$ cat config.mk
export PLATFORM = sky130hd
export DESIGN_NAME = port_out_tx
export DESIGN_NICKNAME = d
export VERILOG_FILES = /design/src/rtl/port_out_tx.sv
export SDC_FILE = /design/constraint.sdc
export NUM_CORES = 1
export LEC_CHECK = 0
export BUFFER_PORTS_ARGS = -buffer_cell sky130_fd_sc_hd__buf_2
export CORE_MARGIN = 4
export CORE_UTILIZATION = 37
export DETAILED_ROUTE_END_ITERATION = 8
export PLACE_DENSITY_LB_ADDON = 0.08
export RECOVER_POWER = 25
export SLEW_MARGIN = 10
export SYNTH_ARGS = -nofsm -noshare
export SYNTH_HDL_FRONTEND = slang
export SYNTH_SLANG_ARGS = --single-unit
export TNS_END_PERCENT = 5
$ cat constraint.sdc
create_clock -name clk -period 2.5 [get_ports clk]
set_input_delay 0.25 -clock clk [delete_from_list [all_inputs] [get_ports clk]]
set_output_delay 0.25 -clock clk [all_outputs]
set_load 0.02 [all_outputs]
$ cat src/rtl/port_out_tx.sv
// ---------------------------------------------------------------------------
// port_out_tx
//
// Serial packet transmitter for one router link. A packet is taken over a
// parallel valid/ready handshake and sent on the frame_n / valid_n / dout
// lines as: one START cycle, four header cycles (address MSB first),
// PAD_CYCLES pad cycles, then the payload LSB first. frame_n rises in the
// cycle that carries the last payload bit.
//
// Handshake: a request is accepted at a rising clk edge where
// req_valid && req_ready. req_ready is high exactly when the block is idle.
// The request fields are copied on that edge, so the requester may change
// them immediately afterwards.
//
// Ports
//   clk        clock, rising edge
//   reset      synchronous, active-low
//   req_valid  request present
//   req_ready  block idle / request can be accepted
//   req_addr   4-bit destination port address
//   req_data   payload, bit 0 sent first
//   req_len    payload bit count 1..DATA_W, 0 encodes DATA_W
//   stall      pause payload; each edge in PAYLOAD decides gap or bit
//   frame_n    active-low frame (registered)
//   valid_n    active-low data valid (registered)
//   dout       serial data (registered)
//   busy       inverse of req_ready
//   done       one-cycle pulse in the first idle cycle after the last bit
// ---------------------------------------------------------------------------
module port_out_tx #(
  parameter int DATA_W     = 32,
  parameter int LEN_W      = 6,
  parameter int PAD_CYCLES = 1
) (
  input  logic              clk,
  input  logic              reset,
  input  logic              req_valid,
  output logic              req_ready,
  input  logic [3:0]        req_addr,
  input  logic [DATA_W-1:0] req_data,
  input  logic [LEN_W-1:0]  req_len,
  input  logic              stall,
  output logic              frame_n,
  output logic              valid_n,
  output logic              dout,
  output logic              busy,
  output logic              done
);

  typedef enum logic [2:0] {
    S_IDLE,
    S_START,
    S_HEADER,
    S_PAD,
    S_PAYLOAD
  } state_t;

  localparam logic [3:0]       PAD_LAST = 4'(PAD_CYCLES - 1);
  localparam logic [LEN_W-1:0] LEN_FULL = LEN_W'(DATA_W);

  state_t              state_q;
  logic [3:0]          addr_q;
  logic [1:0]          hdr_cnt_q;
  logic [3:0]          pad_cnt_q;
  logic [LEN_W-1:0]    bit_cnt_q;   // payload bits still to send
  logic [DATA_W-1:0]   shift_q;
  logic                frame_n_q;
  logic                valid_n_q;
  logic                dout_q;
  logic                done_q;

  logic                accept;
  logic                last_bit;

  // Outputs of the next payload cycle. The stall value seen at the edge
  // decides whether that cycle carries a bit or is a gap.
  logic                pay_frame_n_d;
  logic                pay_valid_n_d;
  logic                pay_dout_d;
  logic                pay_take_d;

  assign req_ready = (state_q == S_IDLE);
  assign busy      = ~req_ready;
  assign accept    = req_valid && req_ready;
  assign last_bit  = (bit_cnt_q == LEN_W'(1));

  assign frame_n   = frame_n_q;
  assign valid_n   = valid_n_q;
  assign dout      = dout_q;
  assign done      = done_q;

  always_comb begin
    pay_frame_n_d = 1'b0;
    pay_valid_n_d = 1'b1;
    pay_dout_d    = 1'b0;
    pay_take_d    = 1'b0;
    if (!stall) begin
      pay_take_d    = 1'b1;
      pay_valid_n_d = 1'b0;
      pay_dout_d    = shift_q[0];
      // End of frame is signalled in the same cycle as the last bit.
      pay_frame_n_d = last_bit;
    end
  end

  always_ff @(posedge clk) begin
    if (!reset) begin
      state_q   <= S_IDLE;
      addr_q    <= 4'd0;
      hdr_cnt_q <= 2'd0;
      pad_cnt_q <= 4'd0;
      bit_cnt_q <= '0;
      shift_q   <= '0;
      frame_n_q <= 1'b1;
      valid_n_q <= 1'b1;
      dout_q    <= 1'b0;
      done_q    <= 1'b0;
    end else begin
      done_q <= 1'b0;
      case (state_q)
        S_IDLE: begin
          if (accept) begin
            addr_q    <= req_addr;
            shift_q   <= req_data;
            bit_cnt_q <= (req_len == '0) ? LEN_FULL : req_len;
            state_q   <= S_START;
            frame_n_q <= 1'b0;
          end else begin
            frame_n_q <= 1'b1;
          end
          valid_n_q <= 1'b1;
          dout_q    <= 1'b0;
        end

        S_START: begin
          state_q   <= S_HEADER;
          hdr_cnt_q <= 2'd0;
          frame_n_q <= 1'b0;
          valid_n_q <= 1'b1;
          dout_q    <= addr_q[3];
        end

        S_HEADER: begin
          frame_n_q <= 1'b0;
          valid_n_q <= 1'b1;
          if (hdr_cnt_q == 2'd3) begin
            state_q   <= S_PAD;
            pad_cnt_q <= 4'd0;
            dout_q    <= 1'b0;
          end else begin
            // hdr_cnt_q counts header cycles already shown (addr[3] first).
            hdr_cnt_q <= hdr_cnt_q + 2'd1;
            dout_q    <= addr_q[2'd2 - hdr_cnt_q];
          end
        end

        S_PAD: begin
          if (pad_cnt_q == PAD_LAST) begin
            state_q   <= S_PAYLOAD;
            frame_n_q <= pay_frame_n_d;
            valid_n_q <= pay_valid_n_d;
            dout_q    <= pay_dout_d;
            if (pay_take_d) begin
              shift_q   <= shift_q >> 1;
              bit_cnt_q <= bit_cnt_q - LEN_W'(1);
            end
          end else begin
            pad_cnt_q <= pad_cnt_q + 4'd1;
            frame_n_q <= 1'b0;
            valid_n_q <= 1'b1;
            dout_q    <= 1'b0;
          end
        end

        S_PAYLOAD: begin
          if (bit_cnt_q == '0) begin
            state_q   <= S_IDLE;
            done_q    <= 1'b1;
            frame_n_q <= 1'b1;
            valid_n_q <= 1'b1;
            dout_q    <= 1'b0;
          end else begin
            frame_n_q <= pay_frame_n_d;
            valid_n_q <= pay_valid_n_d;
            dout_q    <= pay_dout_d;
            if (pay_take_d) begin
              shift_q   <= shift_q >> 1;
              bit_cnt_q <= bit_cnt_q - LEN_W'(1);
            end
          end
        end

        default: begin
          state_q   <= S_IDLE;
          frame_n_q <= 1'b1;
          valid_n_q <= 1'b1;
          dout_q    <= 1'b0;
        end
      endcase
    end
  end

endmodule
## Word-level counts from Yosys, hierarchy flattened

Cells that the tools add are included.
Widths: inputs -> output; s select.

| word-level totals | value |
|---|---|
| flip-flop bits (word level) | 55 |
| input port bits | 46 |
| logic and storage cells | 82 |

| operators by class | value |
|---|---|
| $add $sub $neg | 4 |
| magnitude comparators | 1 |
| equal/unequal tests | 13 |
| mux-type cells | 38 |
| bitwise operators | 1 |
| reductions and logical operators | 15 |

Operators by type and width:

| kind | count |
|---|---|
| $mux 32 | 4 |
| $pmux 32 s3 | 1 |
| $mux 6 | 5 |
| $pmux 6 s3 | 1 |
| $pmux 3 s5 | 1 |
| $mux 1 | 13 |
| $logic_not 6->1 | 2 |
| $mux 3 | 4 |
| $ne 2x2->1 const B | 6 |
| $mux 4 | 2 |
| $pmux 1 s4 | 2 |
| $pmux 4 s2 | 1 |
| $reduce_and 4->1 | 2 |
| $eq 3x2->1 const B | 2 |
| $eq 6x1->1 const B | 1 |
| $reduce_and 2->1 | 3 |
| $sub 6x1->6 const B | 1 |
| $add 4x1->4 const B | 1 |
| $logic_not 4->1 | 1 |
| $pmux 2 s2 | 1 |
| $reduce_bool 2->1 | 2 |
| $eq 3x1->1 const B | 1 |
| $eq 3x3->1 const B | 1 |
| $logic_not 3->1 | 1 |
| 13 further kinds | 13 |

## Depth between registers and ports, before layout

Gate-level depths: netlist of run 1.

| depth | value |
|---|---|
| depth after elaboration | 5 |
| gate-level depth with buffers | 8 |
| gate-level depth less buffers | 6 |

## Least setup slack after synthesis of run 1

Ideal clock, no wire load.

| timing path | value |
|---|---|
| path type | flip-flop to flip-flop |
| start | reg pad_cnt_q[0] |
| end | reg shift_q[30] |
| library setup time | 0.133 ns |
| data arrival time | 1.713 ns |
| setup slack | 0.653 ns |
| cell stages (with the launch flop) | 9 |
| path buffers | 2 |
| clock period less this slack | 1.847 ns |
| path through | dfxtp_1 inv_1 ha_1 nor3b_1 a21o_1 or2_1 buf_2 buf_4 a311oi_1 |

| between the ends | value |
|---|---|
| word-level cells in the longest chain between the ends | 3 |

RTL lines:

| what | line | RTL |
|---|---|---|
| start: declaration | 64 | `logic [3:0] pad_cnt_q;` |
| start signal: assignment | 168 | `pad_cnt_q <= pad_cnt_q + 4'd1;` |
| $logic_not 4->1 | 158 | `if (pad_cnt_q == PAD_LAST) begin` |
| $ne 2x2->1 (no line) | - |  |
| $reduce_and 4->1 (no line) | - |  |
| end signal: assignment | 124 | `shift_q <= req_data;` |
| end signal: assignment | 164 | `shift_q <= shift_q >> 1;` |
| end signal: assignment | 187 | `shift_q <= shift_q >> 1;` |
| end: declaration | 66 | `logic [DATA_W-1:0] shift_q;` |

No other way between the ends.
A chain may end at the register's enable or synchronous reset.

## Worst setup path in the final report of run 1

| timing path | value |
|---|---|
| start | reg state_q[2] |
| end | reg bit_cnt_q[0] |

| between the ends | value |
|---|---|
| word-level cells in the longest chain between the ends | 4 |
| elaborated cells between the ends (all ways) | 10 |

RTL lines:

| what | line | RTL |
|---|---|---|
| start: declaration | 61 | `state_t state_q;` |
| start signal: assignment | 108 | `state_q <= S_IDLE;` |
| start signal: assignment | 126 | `state_q <= S_START;` |
| start signal: assignment | 136 | `state_q <= S_HEADER;` |
| $logic_not 3->1 | 82, 120 |  |
| $logic_and 1x1->1 | 84 | `assign accept = req_valid && req_ready;` |
| $ne 2x1->1 (no line) | - |  |
| $reduce_and 4->1 (no line) | - |  |
| end signal: assignment | 125 | `bit_cnt_q <= (req_len == '0) ? LEN_FULL : req_len;` |
| end signal: assignment | 165 | `bit_cnt_q <= bit_cnt_q - LEN_W'(1);` |
| end signal: assignment | 188 | `bit_cnt_q <= bit_cnt_q - LEN_W'(1);` |
| end: declaration | 65 | `logic [LEN_W-1:0] bit_cnt_q;` |

Several ways; a longest one is shown, not always the timed one.

==> results.txt, run 1 <==
Status -> finished, final reports clean
Synth unique cells -> 53
CTS tree -> done
Final Wtd Congestion -> 0.748
Util after Layout -> 44.8%
Largest net degree at the start of global routing -> 36
Sequential power share -> 51.4%
CTS Hold Bufs -> 0
Post-synth EDFFs -> 0
Multi-input gate area -> 1500 um2
Syn_nets -> 386
Via density -> 5.33
Post-synthesis adder-cell area fraction -> 2.67%
Hold Crit Depth -> 3
Mean routed wirelength per cell -> 14.5 um
Worst-Margin Slew -> 664 ps
Final period utilization -> 88.1%
Cell row count -> 31
Reg-to-reg startpoint -> state_q[2]
Asr flop ratio synth -> 0%
Critical path type -> reg2reg
Drt drc -> 0
Clock group share of total power -> 27.9%
Fmax achieved -> 454 MHz
Final setup fails -> 0
Fin nets -> 432
Reg2reg setup slack -> 300 ps
Critical Path Sink Type -> register
DR pass1 iterations -> 4
RSZ-0062 raised after global routing -> false
Simple-Gate Fraction of Synth Area -> 25.7%
Final Hold Fails -> 0
Mapped cell area -> 2810 um2
YS warnings -> 0
P&R area growth vs syn -> 16.6%
Vias in the first global route -> 2413
I/O Buffers -> 51
Worst vdd ir -> 0.218 mV
Slew Viols, Final -> 0
Hold Crit Start -> req_addr[1]
Critical path fanouts, max -> 20
Power Dens Cells -> 597 nW/um2
Post-synthesis mux area share -> 4.45%
Layout cells sized above 1 -> 21.0%
Detailed Route WL -> 6.94 mm
Final HPWL DP -> 4.73 mm
CTS clk-pin slew, worst paths -> 110 ps
Switching Share -> 28.8%
Register area share after synthesis -> 39.1%
Dpl cell area -> 3200 um2
RR Endpoint -> bit_cnt_q[0]
Sum Neg Setup Slack -> 0 ps
Number of DRC markers in iteration 0 -> 91
Root Driver -> clkbuf_8
Int Pwr -> 0.00139 W
Synthesized flop and latch total -> 55
First-pass GRT wire length -> 11.5 mm
Register area -> 1100 um2
Post-CTS Setup Inserts -> 0
Die height -> 95.2 um
CP delay by family, top -> compound AO/OA/AOI/OAI gates
Largest stage delay, worst path -> 560 ps
Worst Skew -> 13.5 ps
Chip width -> 95.2 um
FF-to-FF path depth -> 5
Largest family of logic cells by synthesized area -> simple AND/OR/NAND/NOR gates
Crit start category -> register
Post-synthesis compound-gate area fraction -> 20.8%
Slew margin rel. -> 55.6%
Final antenna-violating net count -> 0
Worst EP required -> 2720 ps
Static Leakage -> 1.30 nW
Final min period -> 2200 ps
Core Box Area -> 7330 um2
Primary FF master, synth -> dfxtp_1
Filler cell count in the final layout -> 763
Clock buffer depth -> 2
Worst skew pair latency -> 310 ps
Combinational share of power -> 20.7%
Post-route cell area -> 3280 um2
H-tree depth -> 2
Xor-xnor portion of the synthesized cell area -> 0%
Mapped Cells -> 334
Initial antenna violation count -> 0
CP max stage cell -> dfxtp_1
Total GRT Usage -> 15.6%
Net switching power figure -> 0.000563 W
Clk sink count -> 55
Antenna diode count -> 0
Initial core utilization -> 38.4%
Routed vias -> 2559
Post-CTS Resized -> 0
Syn Area/Cell -> 8.42 um2
Worst path arrival time -> 2420 ps
Commonest non-fill, non-tap cells in the layout -> nand2_1, dfxtp_1, buf_2, nor3_1, a311oi_1
Max-Cap Viols -> 0
Full die area -> 9060 um2
Num CTS Buffers -> 5
Cells along the critical path -> or3b_1 -> a211oi_4 -> buf_4 -> o22ai_1 -> a221oi_2
Worst Hold End -> addr_q[1]
Worst min path class -> in2reg
Overflow after GRT -> 0
CP bufs+invs -> 1
Final hold slack -> 171 ps
# IOs -> 52
Commonest non-fill, non-tap cell in the layout -> nand2_1
==> cell usage after synthesis (all sizes together) (3+ instances only) <==
| library cell | n | share of area, % |
|---|---|---|
| dfxtp | 55 | 39 |
| nand2b | 3 | 0.67 |
| a2bb2oi | 3 | 0.93 |
| nor3 | 38 | 6.8 |
| o21ai | 5 | 0.89 |
| nor2b | 3 | 0.67 |
| inv | 11 | 1.5 |
| nor2 | 15 | 2.0 |
| ha | 6 | 2.7 |
| buf | 17 | 4.0 |
| nand3 | 4 | 0.71 |
| o32ai | 4 | 1.2 |
| nor3b | 3 | 0.80 |
| a311oi | 31 | 9.7 |
| clkbuf | 13 | 1.7 |
| nor4 | 4 | 1.4 |
| mux2i | 8 | 2.8 |
| nand2 | 69 | 9.3 |
| a21oi | 5 | 0.89 |
==> tightest hold or removal path: stages <==
cell     delay [ps]
buf_2            80
mux2i_1          50
nor2_1           70
==> layer usage <==
metal  routed length [um]  vias to the layer above  GRT usage [%]
li1                     -                     1310              -
met1                 3500                     1203           21.6
met2                 3110                       39           25.4
met3                  275                        7           3.24
met4                   48                        0           2.88
met5                    0                        -              0
==> area by class of cell <==
| cell class | count | share of cell area (%) |
|---|---|---|
| Tap cell | 99 | 3.78 |
| Inverter | 11 | 1.26 |
| Multi-Input combinational cell | 238 | 45.8 |
| Clock buffer | 7 | 2.94 |
| Sequential cell | 55 | 33.6 |
| Timing Repair Buffer | 69 | 12.5 |
| Clock inverter | 1 | 0.229 |
==> kinds of logic (layout without fill, tap and decap cells) <==
family                   count (synthesis)  in the layout
buffers and inverters                   41             88
AO/OA/AOI/OAI                           70             70
AND/OR/NAND/NOR                        151            151
multiplexers                            11             11
adder cells (fa/ha/maj)                  6              6
flip-flops                              55             55
==> worst max-delay path by stage <==
| stage | start | end | slack [ps] | depth (start not counted) |
|---|---|---|---|---|
| after floorplan | pad_cnt_q[0] | shift_q[30] | 650 | 8 |
| after detailed placement | state_q[2] | bit_cnt_q[0] | 290 | 5 |
| after CTS | state_q[2] | bit_cnt_q[0] | 250 | 5 |
| final | state_q[2] | bit_cnt_q[0] | 300 | 5 |
| after global routing | state_q[2] | bit_cnt_q[0] | 120 | 5 |
| after global placement | state_q[2] | bit_cnt_q[0] | 360 | 5 |
==> flip-flops by register name, indices dropped and copies added (netlist names) <==
register   cells
done           1
shift_q       32
pad_cnt_q      4
dout           1
bit_cnt_q      6
frame_n        1
valid_n        1
hdr_cnt_q      2
state_q        3
addr_q         4
==> power by group through the flow <==
stage / registers [W] / clock network, W / logic, W
2_1_floorplan: 0.00101 / 0 / 0.000287
3_3_place_gp: 0.00103 / 0 / 0.000411
3_5_place_dp: 0.00103 / 0 / 0.000412
4_1_cts: 0.00101 / 0.000566 / 0.000413
5_1_grt: 0.00102 / 0.000605 / 0.000454
6_report: 0.00101 / 0.000547 / 0.000404
==> stage by stage <==
stage	total power, W	setup WS [ps]	std cells
floorplan	0.00130	653	334
global placement	0.00144	364	472
finish	0.00196	298	480
global route	0.00208	115	480
CTS	0.00199	252	480
detailed placement	0.00144	293	472
No activity file was read; power rests on OpenSTA's default activity.
==> inputs of run 2 (changes only) <==
Settings changed: CORE_MARGIN 4 to 3, CTS_CLUSTER_SIZE set to 20.
==> results.txt, run 2 (synthesis results as in run 1) <==
Worst Hold End -> addr_q[3]
Static Leakage -> 1.29 nW (-0.52%)
Mean routed wirelength per cell -> 15.0 um (+3.6%)
Final min period -> 2200 ps (+1.31 ps)
Fmax achieved -> 454 MHz (about the same)
CTS tree -> done
FF-to-FF path depth -> 7 (+2)
# IOs -> 52 (unchanged)
First-pass GRT wire length -> 11.9 mm (+3.6%)
Post-CTS Resized -> 0 (unchanged)
Register area -> 1100 um2 (unchanged)
Hold Crit Depth -> 3 (unchanged)
CTS Hold Bufs -> 0 (unchanged)
Num CTS Buffers -> 5 (unchanged)
Critical path fanouts, max -> 24 (+20%)
Largest regs -> shift_q x32, bit_cnt_q x6
Critical Path Sink Type -> register
Chip width -> 93.2 um (-2.1%)
CP bufs+invs -> 2 (+1)
Root Driver -> clkbuf_8
Slew Viols, Final -> 0 (unchanged)
Vias in the first global route -> 2432 (+0.79%)
Initial core utilization -> 38.4% (unchanged)
Final Hold Fails -> 0 (unchanged)
Final setup fails -> 0 (unchanged)
DR pass1 iterations -> 4 (unchanged)
Overflow after GRT -> 0 (unchanged)
Clk sink count -> 55 (unchanged)
I/O Buffers -> 51 (unchanged)
Max FFs per register -> 32 (unchanged)
Number of DRC markers in iteration 0 -> 197 (+120%)
Final Wtd Congestion -> 0.788 (+5.5%)
Cell row count -> 31 (unchanged)
Worst-Margin Slew -> 818 ps (+153 ps)
Drt drc -> 0 (unchanged)
Fin nets -> 430 (-0.46%)
Full die area -> 8680 um2 (-4.2%)
Dpl cell area -> 3170 um2 (-0.86%)
Initial antenna violation count -> 0 (unchanged)
CP max stage cell -> nor3b_1
Crit start category -> register
Reg-to-reg startpoint -> pad_cnt_q[0]
Top reg by flops -> shift_q
Filler cell count in the final layout -> 760 (-0.39%)
Antenna diode count -> 0 (unchanged)
Post-route cell area -> 3260 um2 (-0.72%)
Final hold slack -> 178 ps (+6.83 ps)
Reg2reg setup slack -> 300 ps (about the same)
Worst EP required -> 2680 ps (-40 ps)
H-tree depth -> 2 (unchanged)
Critical path type -> reg2reg
Via density -> 5.25 (-1.5%)
Hold Crit Start -> req_addr[3]
Total power -> 0.00194 W (-0.80%)
CTS clk-pin slew, worst paths -> 100 ps (about the same)
Routed vias -> 2510 (-1.9%)
Final HPWL DP -> 4.76 mm (+0.54%)
Worst min path class -> in2reg
Final antenna-violating net count -> 0 (unchanged)
P&R area growth vs syn -> 15.8%
Cells along the critical path -> inv_1 -> ha_1 -> nor3b_1 -> a21o_1 -> or2_1 -> buf_4 -> a311oi_1
Util after Layout -> 44.4% (-0.32 points)
Worst Skew -> 7.65 ps (-5.84 ps)
Die height -> 93.2 um (-2.1%)
Worst vdd ir -> 0.204 mV (-6.5%)
Multi-input gate area -> 1500 um2 (unchanged)
Largest stage delay, worst path -> 670 ps (+110 ps)
RSZ-0062 raised after global routing -> false
Slew margin rel. -> 45.4% (-10 points)
CP delay by family, top -> simple AND/OR/NAND/NOR gates
Post-CTS Setup Inserts -> 0 (unchanged)
Commonest non-fill, non-tap cell in the layout -> nand2_1
Largest net degree at the start of global routing -> 41 (+14%)
Status -> finished, final reports clean
RR Endpoint -> shift_q[18]
Max-Cap Viols -> 0 (unchanged)
Sum Neg Setup Slack -> 0 ps (unchanged)
Total GRT Usage -> 16.9% (+1.3 points)
Clock buffer depth -> 2 (unchanged)
Core Box Area -> 7330 um2 (unchanged)
Layout cells sized above 1 -> 20.8% (-0.15 points)
Power Dens Cells -> 596 nW/um2 (about the same)
Final period utilization -> 88.1% (about the same)
Commonest non-fill, non-tap cells in the layout -> nand2_1, dfxtp_1, buf_2, nor3_1, a311oi_1
Worst path arrival time -> 2380 ps (-40 ps)
Detailed Route WL -> 7.16 mm (+3.2%)
Worst skew pair latency -> 310 ps (about the same)
==> run 2: cell types whose count changed in the layout (fill, tap and decap cells not counted) <==
cell	previous run	this run
buf_12	3	2
buf_4	12	13
clkbuf_1	9	8
clkinvlp_4	1	0
==> run 2: worst reg2reg max path: stages, from the launching register on <==
cell and delay (ps):
dfxtp_1 350, inv_1 80, ha_1 140, nor3b_1 670
a21o_1 250, or2_1 140, buf_4 290, a311oi_1 160
==> run 2: how the worst max path moves through the flow <==
stage | from | end | slack [ps] | cells after the start
finish | pad_cnt_q[0] | shift_q[18] | 300 | 7
global placement | pad_cnt_q[0] | shift_q[7] | 390 | 7
CTS | pad_cnt_q[0] | shift_q[9] | 260 | 7
detailed placement | pad_cnt_q[0] | shift_q[9] | 250 | 7
floorplan | pad_cnt_q[0] | shift_q[30] | 650 | 8
global route | pad_cnt_q[0] | shift_q[20] | 90 | 7
==> run 2: per-stage QoR <==
| step | instances | worst slack, ps |
|---|---|---|
| 6_report | 478 | 297 |
| 5_1_grt | 478 | 92.6 |
| 4_1_cts | 478 | 257 |
| 3_5_place_dp | 470 | 252 |
| 3_3_place_gp | 470 | 387 |
| 2_1_floorplan | 334 | 653 |
==> run 2: layout make-up <==
cell class	count	area share, %
flip-flops and latches	55	33.8
repair buffers	67	11.9
multi-input cells	238	46.1
clock buffers	8	3.07
well taps	99	3.80
inverters	11	1.27
==> run 2: metal layers <==
layer	up-vias	global-route usage, %	wire length [um]
met2	39	27.0	3270
met1	1165	23.4	3540
li1	1300	-	-
met4	0	4.03	70
met5	-	0	0
met3	6	3.54	276
==> run 2: power by group <==
group	switching, W	total, W	internal [W]
clock	0.000289	0.000542	0.000254
combinational	0.000221	0.000399	0.000177
sequential	0.0000475	0.00100	0.000953
==> inputs of run 3 (changes only) <==
Settings changed: RECOVER_POWER 25 to 100.
==> results.txt, run 3 (synthesis results as in run 1) <==
Critical path fanouts, max -> 24 (unchanged)
CTS clk-pin slew, worst paths -> 100 ps (about the same)
Dpl ws -> 252 ps (unchanged)
P&R area growth vs syn -> 15.8% (unchanged)
H-tree depth -> 2 (unchanged)
Root Driver -> clkbuf_8
Full die area -> 8680 um2 (unchanged)
Final Hold Fails -> 0 (unchanged)
Slew margin rel. -> 45.5% (+0.12 points)
Commonest non-fill, non-tap cells in the layout -> nand2_1, dfxtp_1, buf_2, nor3_1, a311oi_1
Post-CTS Setup Inserts -> 0 (unchanged)
First-pass GRT wire length -> 11.9 mm (unchanged)
Largest stage delay, worst path -> 670 ps (about the same)
Initial antenna violation count -> 0 (unchanged)
Final Wtd Congestion -> 0.788 (unchanged)
Fmax achieved -> 446 MHz (-1.7%)
Top sig layer -> met4
Layout cells sized above 1 -> 20.8% (unchanged)
Via density -> 5.28 (+0.60%)
Status -> finished, final reports clean
DR pass1 iterations -> 4 (unchanged)
Final worst setup slack -> 258 ps (-38.9 ps)
Number of DRC markers in iteration 0 -> 189 (-4.1%)
Final setup fails -> 0 (unchanged)
Worst-Margin Slew -> 816 ps (-1.73 ps)
CTS Hold Bufs -> 0 (unchanged)
Max-Cap Viols -> 0 (unchanged)
Top reg by flops -> shift_q
Commonest non-fill, non-tap cell in the layout -> nand2_1
Chip width -> 93.2 um (unchanged)
Worst skew pair latency -> 310 ps (about the same)
Routed vias -> 2525 (+0.60%)
Num CTS Buffers -> 5 (unchanged)
CTS tree -> done
Post-CTS Resized -> 0 (unchanged)
Antenna diode count -> 0 (unchanged)
Worst Skew -> 8.35 ps (+0.705 ps)
Worst EP required -> 2680 ps (about the same)
Sum Neg Setup Slack -> 0 ps (unchanged)
Vias in the first global route -> 2432 (unchanged)
Largest regs -> shift_q x32, bit_cnt_q x6
Total GRT Usage -> 16.9% (unchanged)
Critical path type -> reg2reg
Metal3 WL -> 293 um (+6.2%)
Final period utilization -> 89.7% (+1.6 points)
Cells along the critical path -> inv_1 -> ha_1 -> nor3b_1 -> a21o_1 -> or2_1 -> clkbuf_4 -> a311oi_1
Detailed Route WL -> 7.15 mm (-0.17%)
Worst vdd ir -> 0.205 mV (+0.47%)
Static Leakage -> 1.29 nW (about the same)
Slew Viols, Final -> 0 (unchanged)
Die height -> 93.2 um (unchanged)
Clock buffer depth -> 2 (unchanged)
Crit start category -> register
Fin nets -> 430 (unchanged)
Core Box Area -> 7330 um2 (unchanged)
Power Dens Cells -> 596 nW/um2 (about the same)
Wire length on met2 -> 3.28 mm (+0.24%)
Drt drc -> 0 (unchanged)
# IOs -> 52 (unchanged)
WL met1 -> 3.50 mm (-1.1%)
Filler cell count in the final layout -> 760 (unchanged)
Critical Path Sink Type -> register
Overflow after GRT -> 0 (unchanged)
Final HPWL DP -> 4.76 mm (unchanged)
Cell row count -> 31 (unchanged)
Worst min path class -> in2reg
CP max stage cell -> nor3b_1
RSZ-0062 raised after global routing -> false
Initial core utilization -> 38.4% (unchanged)
Worst path arrival time -> 2420 ps (+40 ps)
I/O Buffers -> 51 (unchanged)
Largest net degree at the start of global routing -> 41 (unchanged)
Clk sink count -> 55 (unchanged)
Max FFs per register -> 32 (unchanged)
Final min period -> 2240 ps (+38.9 ps)
Final antenna-violating net count -> 0 (unchanged)
Mean routed wirelength per cell -> 14.9 um (-0.17%)
==> run 3: final timing paths <==
kind	startpoint	endpoint	slack, ps	cells past startpoint
hold reg to reg	pad_cnt_q[3]	pad_cnt_q[3]	480	1
setup / recovery	pad_cnt_q[0]	shift_q[18]	260	7
setup reg to reg	pad_cnt_q[0]	shift_q[18]	260	7
hold / removal	req_addr[3]	addr_q[3]	180	3
==> run 3: metal layers <==
| metal | vias to the layer above | global-route usage (%) |
|---|---|---|
| li1 | 1300 | - |
| met1 | 1175 | 23.4 |
| met2 | 44 | 27.0 |
| met3 | 6 | 3.54 |
| met4 | 0 | 4.03 |
| met5 | - | 0 |
==> run 3: layout make-up <==
| type | count | area, um2 | share of cell area, % |
|---|---|---|---|
| timing repair buffer | 67 | 389 | 11.9 |
| tap | 99 | 124 | 3.80 |
| sequential | 55 | 1100 | 33.8 |
| inverter | 11 | 41.3 | 1.27 |
| clock buffer | 8 | 100 | 3.07 |
| multi-input combinational | 238 | 1500 | 46.1 |
==> run 3: worst max-delay path, delay by kind of cell, from the launching register on <==
family | cells | cell delay, ps
simple gates | 2 | 800
buf+inv | 2 | 410
compound gates | 2 | 400
flops | 1 | 350
fa+ha+maj | 1 | 140
==> run 3: through the flow <==
step	util [%]	instance area [um2]	hold WS [ps]	total power, W	cells
after floorplan	-	2810	357	0.00130	334
after global placement	43.3	3170	470	0.00142	470
after detailed placement	43.3	3170	464	0.00143	470
after CTS	44.7	3270	167	0.00197	478
after global routing	44.4	3260	196	0.00204	478
final	44.4	3260	178	0.00194	478
==> run 3: where the power goes <==
part	switching [W]	leakage (nW)	internal, W
Clock	0.000289	0.0515	0.000254
Sequential	0.0000475	0.453	0.000953
Combinational	0.000221	0.789	0.000177
Total	0.000557	1.29	0.00138
